===== config.mk =====
export PLATFORM = sky130hd
export DESIGN_NAME = gpu_ifetch_queue
export DESIGN_NICKNAME = d
export VERILOG_FILES = /design/src/rtl/gpu_fetch_pkg.sv /design/src/rtl/gpu_hw_fifo.sv /design/src/rtl/gpu_ifetch_queue.sv
export SDC_FILE = /design/constraint.sdc
export NUM_CORES = 1
export LEC_CHECK = 0
export BUFFER_PORTS_ARGS = -buffer_cell sky130_fd_sc_hd__buf_2
export CAP_MARGIN = 20
export CORE_MARGIN = 3
export CORE_UTILIZATION = 57
export CTS_BUF_LIST = sky130_fd_sc_hd__clkbuf_16
export DETAILED_ROUTE_END_ITERATION = 10
export PLACE_DENSITY = 0.9
export SLEW_MARGIN = 20
export SYNTH_ARGS = -nofsm -noshare
export SYNTH_HDL_FRONTEND = slang
export SYNTH_HIERARCHICAL = 1
export SYNTH_SLANG_ARGS = --single-unit

===== constraint.sdc =====
create_clock -name clk -period 3.8 [get_ports clk]
set_input_delay 0 -clock clk [delete_from_list [all_inputs] [get_ports clk]]
set_output_delay 0 -clock clk [all_outputs]
set_load 0.02 [all_outputs]

===== src/rtl/gpu_fetch_pkg.sv =====
// Shared types and constants for the GPU instruction prefetch path.
package gpu_fetch_pkg;
    localparam int INSW = 16;
    localparam int LWW  = 32;

    typedef enum logic {
        IDLE = 1'b0,
        REQ  = 1'b1
    } fetch_state_t;

    function automatic int q_count_width(input int depth);
        return $clog2(depth) + 1;
    endfunction
endpackage


===== src/rtl/gpu_hw_fifo.sv =====
// Halfword FIFO accepting 0, 1 or 2 words per cycle and releasing one.
module gpu_hw_fifo
    import gpu_fetch_pkg::*;
#(
    parameter int DEPTH = 4
) (
    input  logic                              clk,
    input  logic                              reset,
    input  logic                              clr,
    input  logic [1:0]                        push_n,
    input  logic [INSW-1:0]                   push_d0,
    input  logic [INSW-1:0]                   push_d1,
    input  logic                              pop,
    output logic [INSW-1:0]                   head,
    output logic [q_count_width(DEPTH)-1:0]   count
);
    localparam int PW = $clog2(DEPTH);
    localparam int CW = q_count_width(DEPTH);

    logic [INSW-1:0] mem [DEPTH];
    logic [PW-1:0]   wr_ptr;
    logic [PW-1:0]   rd_ptr;

    always_ff @(posedge clk or posedge reset) begin
        if (reset) begin
            wr_ptr <= '0;
            rd_ptr <= '0;
            count  <= '0;
        end else if (clr) begin
            wr_ptr <= '0;
            rd_ptr <= '0;
            count  <= '0;
        end else begin
            // PW'(push_n) wraps correctly because DEPTH is a power of two
            wr_ptr <= wr_ptr + PW'(push_n);
            if (pop)
                rd_ptr <= rd_ptr + 1'b1;
            count <= count + CW'(push_n) - CW'(pop);
        end
    end

    always_ff @(posedge clk) begin
        if (!clr) begin
            if (push_n != 2'd0)
                mem[wr_ptr] <= push_d0;
            if (push_n == 2'd2)
                mem[wr_ptr + 1'b1] <= push_d1;
        end
    end

    assign head = mem[rd_ptr];
endmodule


===== src/rtl/gpu_ifetch_queue.sv =====
// Instruction prefetch: fetches long words, splits them into big-endian
// halfwords and presents them with their PCs to the execute stage.
//
// state | meaning
// IDLE  | no request outstanding; issue one when enabled and 2 words of room
// REQ   | progreq held with stable progaddr until progack
module gpu_ifetch_queue
    import gpu_fetch_pkg::*;
#(
    parameter int DEPTH = 4,
    parameter int AW    = 24
) (
    input  logic                              clk,
    input  logic                              reset,
    input  logic                              go,
    input  logic                              flush,
    input  logic [AW-1:0]                     flush_pc,
    output logic                              progreq,
    output logic [AW-3:0]                     progaddr,
    input  logic                              progack,
    input  logic [LWW-1:0]                    progdata,
    output logic                              ins_valid,
    output logic [INSW-1:0]                   ins_word,
    output logic [AW-1:0]                     ins_pc,
    input  logic                              ins_take,
    output logic [q_count_width(DEPTH)-1:0]   q_count
);
    localparam int CW = q_count_width(DEPTH);

    fetch_state_t    state;
    logic [AW-3:0]   fetch_addr;
    logic            skip;
    logic            discard;

    logic            ack_live;
    logic            push_ok;
    logic            pop;
    logic            has_room;
    logic [1:0]      push_n;
    logic [INSW-1:0] push_d0;
    logic [INSW-1:0] fifo_head;

    assign ack_live = (state == REQ) && progack;
    assign push_ok  = ack_live && !discard && !flush;
    assign pop      = ins_valid && ins_take && !flush;
    assign push_n   = push_ok ? (skip ? 2'd1 : 2'd2) : 2'd0;
    assign push_d0  = skip ? progdata[INSW-1:0] : progdata[LWW-1:INSW];
    // Only checked in IDLE, so the in-flight request is already accounted for
    assign has_room = ({1'b0, q_count} + (CW+1)'(2)) <= (CW+1)'(DEPTH);

    always_ff @(posedge clk or posedge reset) begin
        if (reset) begin
            state      <= IDLE;
            progreq    <= 1'b0;
            progaddr   <= '0;
            fetch_addr <= '0;
            skip       <= 1'b0;
            discard    <= 1'b0;
            ins_pc     <= '0;
        end else begin
            if (flush) begin
                fetch_addr <= flush_pc[AW-1:2];
                skip       <= flush_pc[1];
                ins_pc     <= flush_pc & ~AW'(1);
            end else begin
                if (push_ok) begin
                    fetch_addr <= fetch_addr + 1'b1;
                    skip       <= 1'b0;
                end
                if (pop)
                    ins_pc <= ins_pc + AW'(2);
            end

            case (state)
                IDLE: begin
                    if (go && !flush && has_room) begin
                        progreq  <= 1'b1;
                        progaddr <= fetch_addr;
                        state    <= REQ;
                    end
                end
                REQ: begin
                    if (progack) begin
                        progreq <= 1'b0;
                        discard <= 1'b0;
                        state   <= IDLE;
                    end else if (flush) begin
                        discard <= 1'b1;
                    end
                end
                default: state <= IDLE;
            endcase
        end
    end

    gpu_hw_fifo #(
        .DEPTH (DEPTH)
    ) u_fifo (
        .clk     (clk),
        .reset   (reset),
        .clr     (flush),
        .push_n  (push_n),
        .push_d0 (push_d0),
        .push_d1 (progdata[INSW-1:0]),
        .pop     (pop),
        .head    (fifo_head),
        .count   (q_count)
    );

    assign ins_valid = (q_count != '0);
    assign ins_word  = ins_valid ? fifo_head : '0;
endmodule


# Word level (Yosys, flattened, before mapping)

Memories as Yosys holds them, arrays and structs flattened.
Index checks and enable logic that the tools add are counted.

Add/subtract/negate cells: 8
Magnitude comparators: 1
Eq/ne operators: 3
Muxes and demuxes: 28
Bitwise operators: 1
Reductions and logical operators: 17

Operators by type and width:

| cell                                                                   | number |
|---|---|
| 24-bit two-way mux                                                     | 2 |
| 22-bit two-way mux                                                     | 2 |
| 16-bit two-way mux                                                     | 2 |
| 24-bit by 2-bit adder with 24-bit output (second input constant)       | 1 |
| 22-bit by 1-bit adder with 22-bit output (second input constant)       | 1 |
| 1-bit two-way mux                                                      | 14 |
| 2-bit two-way mux                                                      | 5 |
| 2-bit nonzero test                                                     | 4 |
| 1-bit logical AND                                                      | 7 |
| 2-bit AND reduction                                                    | 3 |
| 2-bit by 1-bit adder with 2-bit output (second input constant)         | 2 |
| 3-bit by 2-bit adder with 4-bit output (second input constant)         | 1 |
| 4-bit by 3-bit <= comparator with 1-bit output (second input constant) | 1 |
| 2-bit != test (second input constant)                                  | 2 |
| 1-bit one-hot mux with 2 select lines                                  | 2 |
| 3-bit by 2-bit adder with 3-bit output                                 | 1 |
| 3-bit two-way mux                                                      | 1 |
| 3-bit nonzero test                                                     | 1 |
| 3-bit by 1-bit subtractor with 3-bit output                            | 1 |
| 2-bit adder                                                            | 1 |
| 2-bit equality test (second input constant)                            | 1 |
| 1-bit logical NOT                                                      | 2 |
| 1-bit NOT                                                              | 1 |

Bits in registers: 79
Memory bits (writable): 64
Input bits: 62
Output and inout bits: 67
Memories kept: 1

Memory list:

| memory     | depth | bits a word | rd ports | clocked after Yosys merged registers in | wr ports | RTL line          | text |
|---|---|---|---|---|---|---|---|
| u_fifo.mem | 4     | 16          | 1        | 0                                       | 2        | gpu_hw_fifo.sv:20 | `logic [INSW-1:0] mem [DEPTH];` |

# Longest topological paths before layout

Gate-level depths: netlist of run 1.

Word-level depth: 8
Gate-level depth with buffers: 11
Mapped depth without buffers: 9

# Cells and area by module

The synthesis of run 1 kept the hierarchy.

By module, submodules not included:

| module           | instances | cells an instance | area each (µm²) |
|---|---|---|---|
| gpu_ifetch_queue | 1         | 386               | 4046.4 |
| gpu_hw_fifo      | 1         | 205               | 3547.2 |

# Worst setup path after synthesis of run 1

OpenSTA, ideal clock, no wires.

Path kind: reg2reg
Start point: register skip
End point: memory u_fifo.mem[1][0], enable pin
Arrival: 2.800 ns
Data required time: 3.386 ns
Slack: 0.586 ns
Stages on the path, launching flop included: 6
Cell sequence: dfrtp_1 -> clkbuf_1 -> buf_1 -> nor3_1 -> or2b_1 -> a211oi_1

RTL lines:

| item                   | RTL line               | text |
|---|---|---|
| from (decl)            | gpu_ifetch_queue.sv:32 | `logic skip;` |
| from (signal assigned) | gpu_ifetch_queue.sv:63 | `skip <= flush_pc[1];` |
| to (decl)              | gpu_hw_fifo.sv:20      |  |

==> results of run 1 <==
Yosys cell counts (6+ instances only):
cell and count:
clkbuf_1 13, mux4_2 16, or3_1 6, nor2_1 20, ha_1 7, xor2_1 13, xnor2_1 13, o21ai_0 8
buf_2 9, mux2_1 18, nand2_1 26, nor3_1 18, dfrtp_1 78, nand4_1 16, nand3_1 11, inv_1 14
a31oi_1 10, nor2b_1 21, o31ai_1 8, edfxtp_1 64, or4_1 7, o31a_1 12, mux2_2 100, nor4_1 13
a21oi_1 6
power by group:
group	switching (mW)	internal (mW)	total, mW	leakage (nW)
clock network	0.628	0.949	1.58	0.275
logic	0.789	0.585	1.37	1.91
registers	0.231	1.84	2.07	1.50
state kept, by name, summed over array words and instances (netlist names):
| name | count |
|---|---|
| progreq | 1 |
| skip | 1 |
| u_fifo/rd_ptr | 2 |
| u_fifo/count | 3 |
| u_fifo/mem | 64 |
| progaddr | 22 |
| state | 1 |
| ins_pc | 23 |
| fetch_addr | 22 |
| u_fifo/wr_ptr | 2 |
| discard | 1 |
metrics by stage:
stage | setup slack [ps] | total power [mW] | utilization, % | cell area, um2 | hold WS [ps]
floorplan | 586.1 | 2.940 | - | 7594 | -196.6
global placement | 1171 | 3.355 | 65.07 | 8346 | -34.83
detailed placement | 1113 | 3.416 | 65.08 | 8347 | -24.05
CTS | 1084 | 5.034 | 72.54 | 9303 | 17.58
global route | 988.7 | 5.232 | 72.54 | 9303 | 36.82
finish | 1129 | 5.017 | 72.54 | 9303 | 34.53
critical path, delay by kind of cell, from the launching register on:
family	cells	cell delay, ps
mux	1	450
flops	1	700
simple gates	3	1270
path summary, 6_finish.rpt:
path	cells after the start	endpoint	slack, ps	start
setup / recovery	4	u_fifo/mem[2][13]	1130	skip
hold / removal	3	ins_pc[23]	30	flush_pc[23]
setup reg to reg	4	u_fifo/mem[2][13]	1130	skip
hold reg to reg	1	progaddr[7]	490	progaddr[7]
max in group asynchronous	4	fetch_addr[1]	2540	reset
min in group asynchronous	3	u_fifo/count[2]	80	reset
per-layer routing:
layer / up-vias / routed length [um] / global-route usage [%]
met5: - / 0 / 0
met4: 0 / 488 / 10.15
met3: 54 / 1398 / 6.247
met2: 285 / 10380 / 48.70
met1: 2799 / 7290 / 31.85
li1: 2579 / - / -
cells by family after synthesis:
kind of cell               count (synthesis)
AOI/OAI and AO/OA                         55
xor gates and xnor gates                  26
adders and majority gates                  8
buffers and inverters                     48
DFF                                      142
muxes                                    136
other                                      1
and+or+nand+nor                          175
final cells by class:
class	instances	area [um2]
sequential	142	3875
fill	849	3522
multi-input combinational	401	3487
timing repair buffer	177	1114
clock buffer	17	425.4
tap	172	215.2
clock inverter	15	130.1
inverter	15	56.30
==> impl_results.md, run 1 <==
- Syn_nets: 661
- Vias: 5717
- Post-DP HPWL: 12.64 mm
- Die Ht: 121.4 um
- Crit-path cells: and3_1, nor3b_4, nand3_2, mux2_2
- DRT Wirelength: 19.55 mm
- Syn Inst Count: 591
- CTS tree: done
- TritonCTS buffer count: 17
- Commonest non-fill, non-tap cells in the layout: buf_2, mux2_2, dfrtp_1
- Post-route ant nets: 0
- Kind of critical path: reg2reg
- Yosys cell types: 58
- Async set-reset flop share out of synthesis: 54.93%
- CTS hold repair buffers: 40
- Post-synthesis sequential area ratio: 51.01%
- Top post-synthesis cells by area: dfrtp_1, edfxtp_1, mux2_2
- Compound-gate portion of the synthesized area: 5.026%
- GRT overflow: 0
- Fin crit share: 70.29%
- Pwr dens: 539.3 mW/mm2
- Nets: 824
- Worst Path Max Fanout: 19
- Final setup viols: 0
- # rows: 41
- Simple logic cell fraction of the synthesized area: 13.69%
- Routability congestion estimate: 0.8360
- Total GRT Usage: 27.24%
- Setup TNS: 0 ps
- Final Critical Period: 2671 ps
- Leakage: 3.685 nW
- Main combinational cell family by area after synthesis: multiplexers
- Post-CTS Setup Bufs: 0
- RSZ-0062 raised after global routing: false
- Layout cell share with drive strength beyond 1: 38.85%
- Initial drt markers: 444
- Initial core utilization: 59.21%
- Initial antenna violation count: 0
- Clock buffer depth: 2
- Clock Latency Late Sink: 420 ps
- Syn_area_per_cell: 12.85 um2
- Vias per inst: 6.088
- Post-Syn Area: 0.007594 mm2
- Final non-filler cell total: 939
- Outcome: complete, no violations
- Relative max-transition margin: 34.82%
- EDFF count, synth: 64
- Worst-Margin Slew: 977.8 ps
- Ys Warns: 6
- Area share of the largest cell type after synthesis: 25.70%
- Pin count of the biggest net entering global routing: 49
- Final Hold Viols: 0
- Die area: 0.01474 mm2
- Peak Freq: 374.4 MHz
- Ant diodes: 0
- Worst VDD drop: 0.0003179 V
- Die X: 121.4 um
- Detailed Routing Iterations Pass 1: 5
- Post-synthesis xor/xnor area fraction: 2.999%
- WL per Instance: 20.82 um
- First-pass GRT wire length: 30.81 mm
- Arrival time worst endpoint: 2840 ps
- Largest stage delay, worst path: 700 ps
- # placed instances: 867
- Crit path required time: 3970 ps
- Synth Flop Type: dfrtp_1
- Final max-slew violation count: 0
- H-Tree Depth: 4
- Most common cell after layout, fill and taps aside: buf_2
- #FFs+latches synth: 142
- Number of port buffers: 126
- DRC: 0
- CTS clock-pin slew for the worst setup and hold paths: 60 ps
- Synthesis-to-layout area growth: 22.51%
- # IOs: 129
- Post-Synth Adder-Cell Area: 1.417%
- Number of global-route vias before repair: 5957
- Core area: 0.01282 mm2
- Worst hold path class: in2reg
- CP Launch Type: register
- Max Cap Viol: 0
- Post-synthesis mux area share: 22.51%
- Largest area contributor in the synthesized netlist: dfrtp_1
- Num Clock Sinks: 142
- Slowest library cell on the worst path: dfrtp_1
- Post-CTS Resized: 0
- Clock Skew: 9.419 ps
- Root buf cell: clkbuf_16
- Worst setup EP type: register
Note: power is estimated with default switching activity, not from simulation.
==> run 2: changes to the inputs <==
CORE_UTILIZATION = 51   (was 57)
PLACE_DENSITY = 0.85   (was 0.9)
clock period = 2.42 ns   (was 3.8 ns; I/O delays follow)
==> run 2 against run 1 <==
  * Global-route usage decreased by 3.1 points
  * Cell area increased by 1.6%
  * Cell count grew 2.4%
  * Die area increased by 11%
  * Core utilization decreased by 6.0 points
  * Clock power rose by 46%
  * Largest cell class unchanged
  * Clock skew decreased by 3.8 ps
  * Sequential share of layout area fell by 0.67 points
  * Clock-buffer cell count grew 1
  * Via count rose by 0.42%
  * Critical path depth grew 2
  * Register-to-register slack got worse by 950 ps
==> impl_results.md, run 2 (synthesized netlist as in run 1, its figures left out) <==
- Outcome: complete, no violations
- Setup TNS: 0 ps
- Total GRT Usage: 24.15%
- TritonCTS buffer count: 17
- Num Clock Sinks: 142
- Hold path start: progdata[27]
- Relative max-transition margin: 47.59%
- Clock buffer depth: 2
- Final Critical Period: 2239 ps
- Max Cap Viol: 0
- FF-to-FF path depth: 6
- # rows: 43
- Slack of the worst reg-to-reg path: 180 ps
- Fill cells: 1027
- Post-DP HPWL: 12.91 mm
- Die area: 0.01639 mm2
- Ant diodes: 0
- CP Launch Type: register
- Final setup viols: 0
- Worst r2r src: state
- First-pass GRT wire length: 30.64 mm
- Routability congestion estimate: 0.8260
- Final WS setup: 181.0 ps
- Kind of critical path: reg2reg
- Layout cell share with drive strength beyond 1: 39.77%
- Vias per inst: 5.968
- RSZ-0062 raised after global routing: false
- Worst VDD drop: 0.0005170 V
- Final max-slew violation count: 0
- Dpl ws: 194.7 ps
- Worst hold slack: 59.72 ps
- WL per Instance: 20.08 um
- Number of port buffers: 126
- Post-CTS Setup Bufs: 0
- Number of global-route vias before repair: 5943
- # IOs: 129
- DRT Wirelength: 19.32 mm
- Die Ht: 128.0 um
- Arrival time worst endpoint: 2410 ps
- DRC: 0
- CTS tree: done
- Commonest non-fill, non-tap cells in the layout: buf_2, mux2_2, dfrtp_1
- Top Registers: u_fifo/mem: 64 flops, ins_pc: 23 flops
- Leakage: 3.771 nW
- Placed cell areas: 0.008501 mm2
- Slowest library cell on the worst path: dfrtp_1
- Synthesis-to-layout area growth: 24.47%
- Worst-Margin Slew: 785.1 ps
- Detailed Routing Iterations Pass 1: 5
- Post-route ant nets: 0
- Vias: 5741
- Clock Latency Late Sink: 430 ps
- CTS clock-pin slew for the worst setup and hold paths: 60 ps
- Crit path required time: 2600 ps
- Initial antenna violation count: 0
- Reg2Reg Capture Point: u_fifo/mem[1][2]
- Root buf cell: clkbuf_16
- Crit-path cells: and3b_1, and3_1, nor3b_4, buf_4, nand2_2, mux2_2
- Peak Freq: 446.6 MHz
- Fin crit share: 92.52%
- Core area: 0.01420 mm2
- Most flop-heavy register: u_fifo/mem
- Sink of the worst hold path: u_fifo/mem[2][11]
- Nets: 839
- H-Tree Depth: 4
- Largest register FFs: 64
- Worst Path Buf+Inv: 1
- Largest stage delay, worst path: 460 ps
- Pwr dens: 817.5 mW/mm2
- Worst hold path class: in2reg
- GRT overflow: 0
- Total power: 7.726 mW
- Initial core utilization: 53.46%
- Hold depth: 3
- Pin count of the biggest net entering global routing: 46
- Clock Skew: 5.581 ps
- Worst setup EP type: register
- Initial drt markers: 477
- Worst Path Max Fanout: 16
- Die X: 128.0 um
- Final Hold Viols: 0
- Design area: 0.009452 mm2
- Most common cell after layout, fill and taps aside: buf_2
- CP top delay family: simple AND/OR/NAND/NOR gates
[run 2: per-stage QoR]
step | instances | util, %
after floorplan | 591 | -
after global routing | 962 | 66.54
after detailed placement | 886 | 59.85
final | 962 | 66.54
after global placement | 886 | 59.85
after CTS | 962 | 66.54
[run 2: worst max-delay path by stage]
| stage | startpoint | end | slack, ps | depth (start not counted) |
|---|---|---|---|---|
| 5_1_grt | state | u_fifo/mem[3][3] | 60 | 6 |
| 2_1_floorplan | skip | u_fifo/mem[0][10] | 2 | 8 |
| 3_5_place_dp | state | u_fifo/mem[3][4] | 190 | 6 |
| 4_1_cts | state | u_fifo/mem[3][4] | 170 | 6 |
| 6_report | state | u_fifo/mem[1][2] | 180 | 6 |
| 3_3_place_gp | state | u_fifo/mem[1][2] | 260 | 6 |
[run 2: routing by layer]
metal	vias to the layer above	GRT usage, %	part of all wire, %
met5	-	0	0
met4	0	8.614	2.4
met3	46	5.208	7.1
met2	284	42.48	52
met1	2810	29.32	39
li1	2601	-	-
[run 2: timing repair]
| item | CTS | global route |
|---|---|---|
| gates resized for setup | 0 | 0 |
| endpoints found under the hold margin | 154 | 0 |
| endpoints found under the setup margin | 0 | 0 |
| hold buffers | 44 | 0 |
[run 2: layout make-up]
type | count | area, um2 | share of cell area, %
clock inverters | 14 | 60.06 | 0.6354
multi-input cells | 401 | 3512 | 37.16
inverters | 15 | 56.30 | 0.5957
repair buffers | 192 | 1274 | 13.48
flip-flops and latches | 142 | 3874 | 40.98
well taps | 180 | 225.2 | 2.383
clock buffers | 18 | 450.4 | 4.766
[run 2: power breakdown]
group	total [mW]	internal (mW)	switching, mW
registers	3.19	2.88	0.308
clock network	2.30	1.33	0.971
logic	2.24	0.948	1.29
[run 2: worst register-to-register path, cell delays in order (launching register included)]
cell	delay (ps)
dfrtp_1	460
and3b_1	220
and3_1	240
nor3b_4	210
buf_4	160
nand2_2	280
mux2_2	410
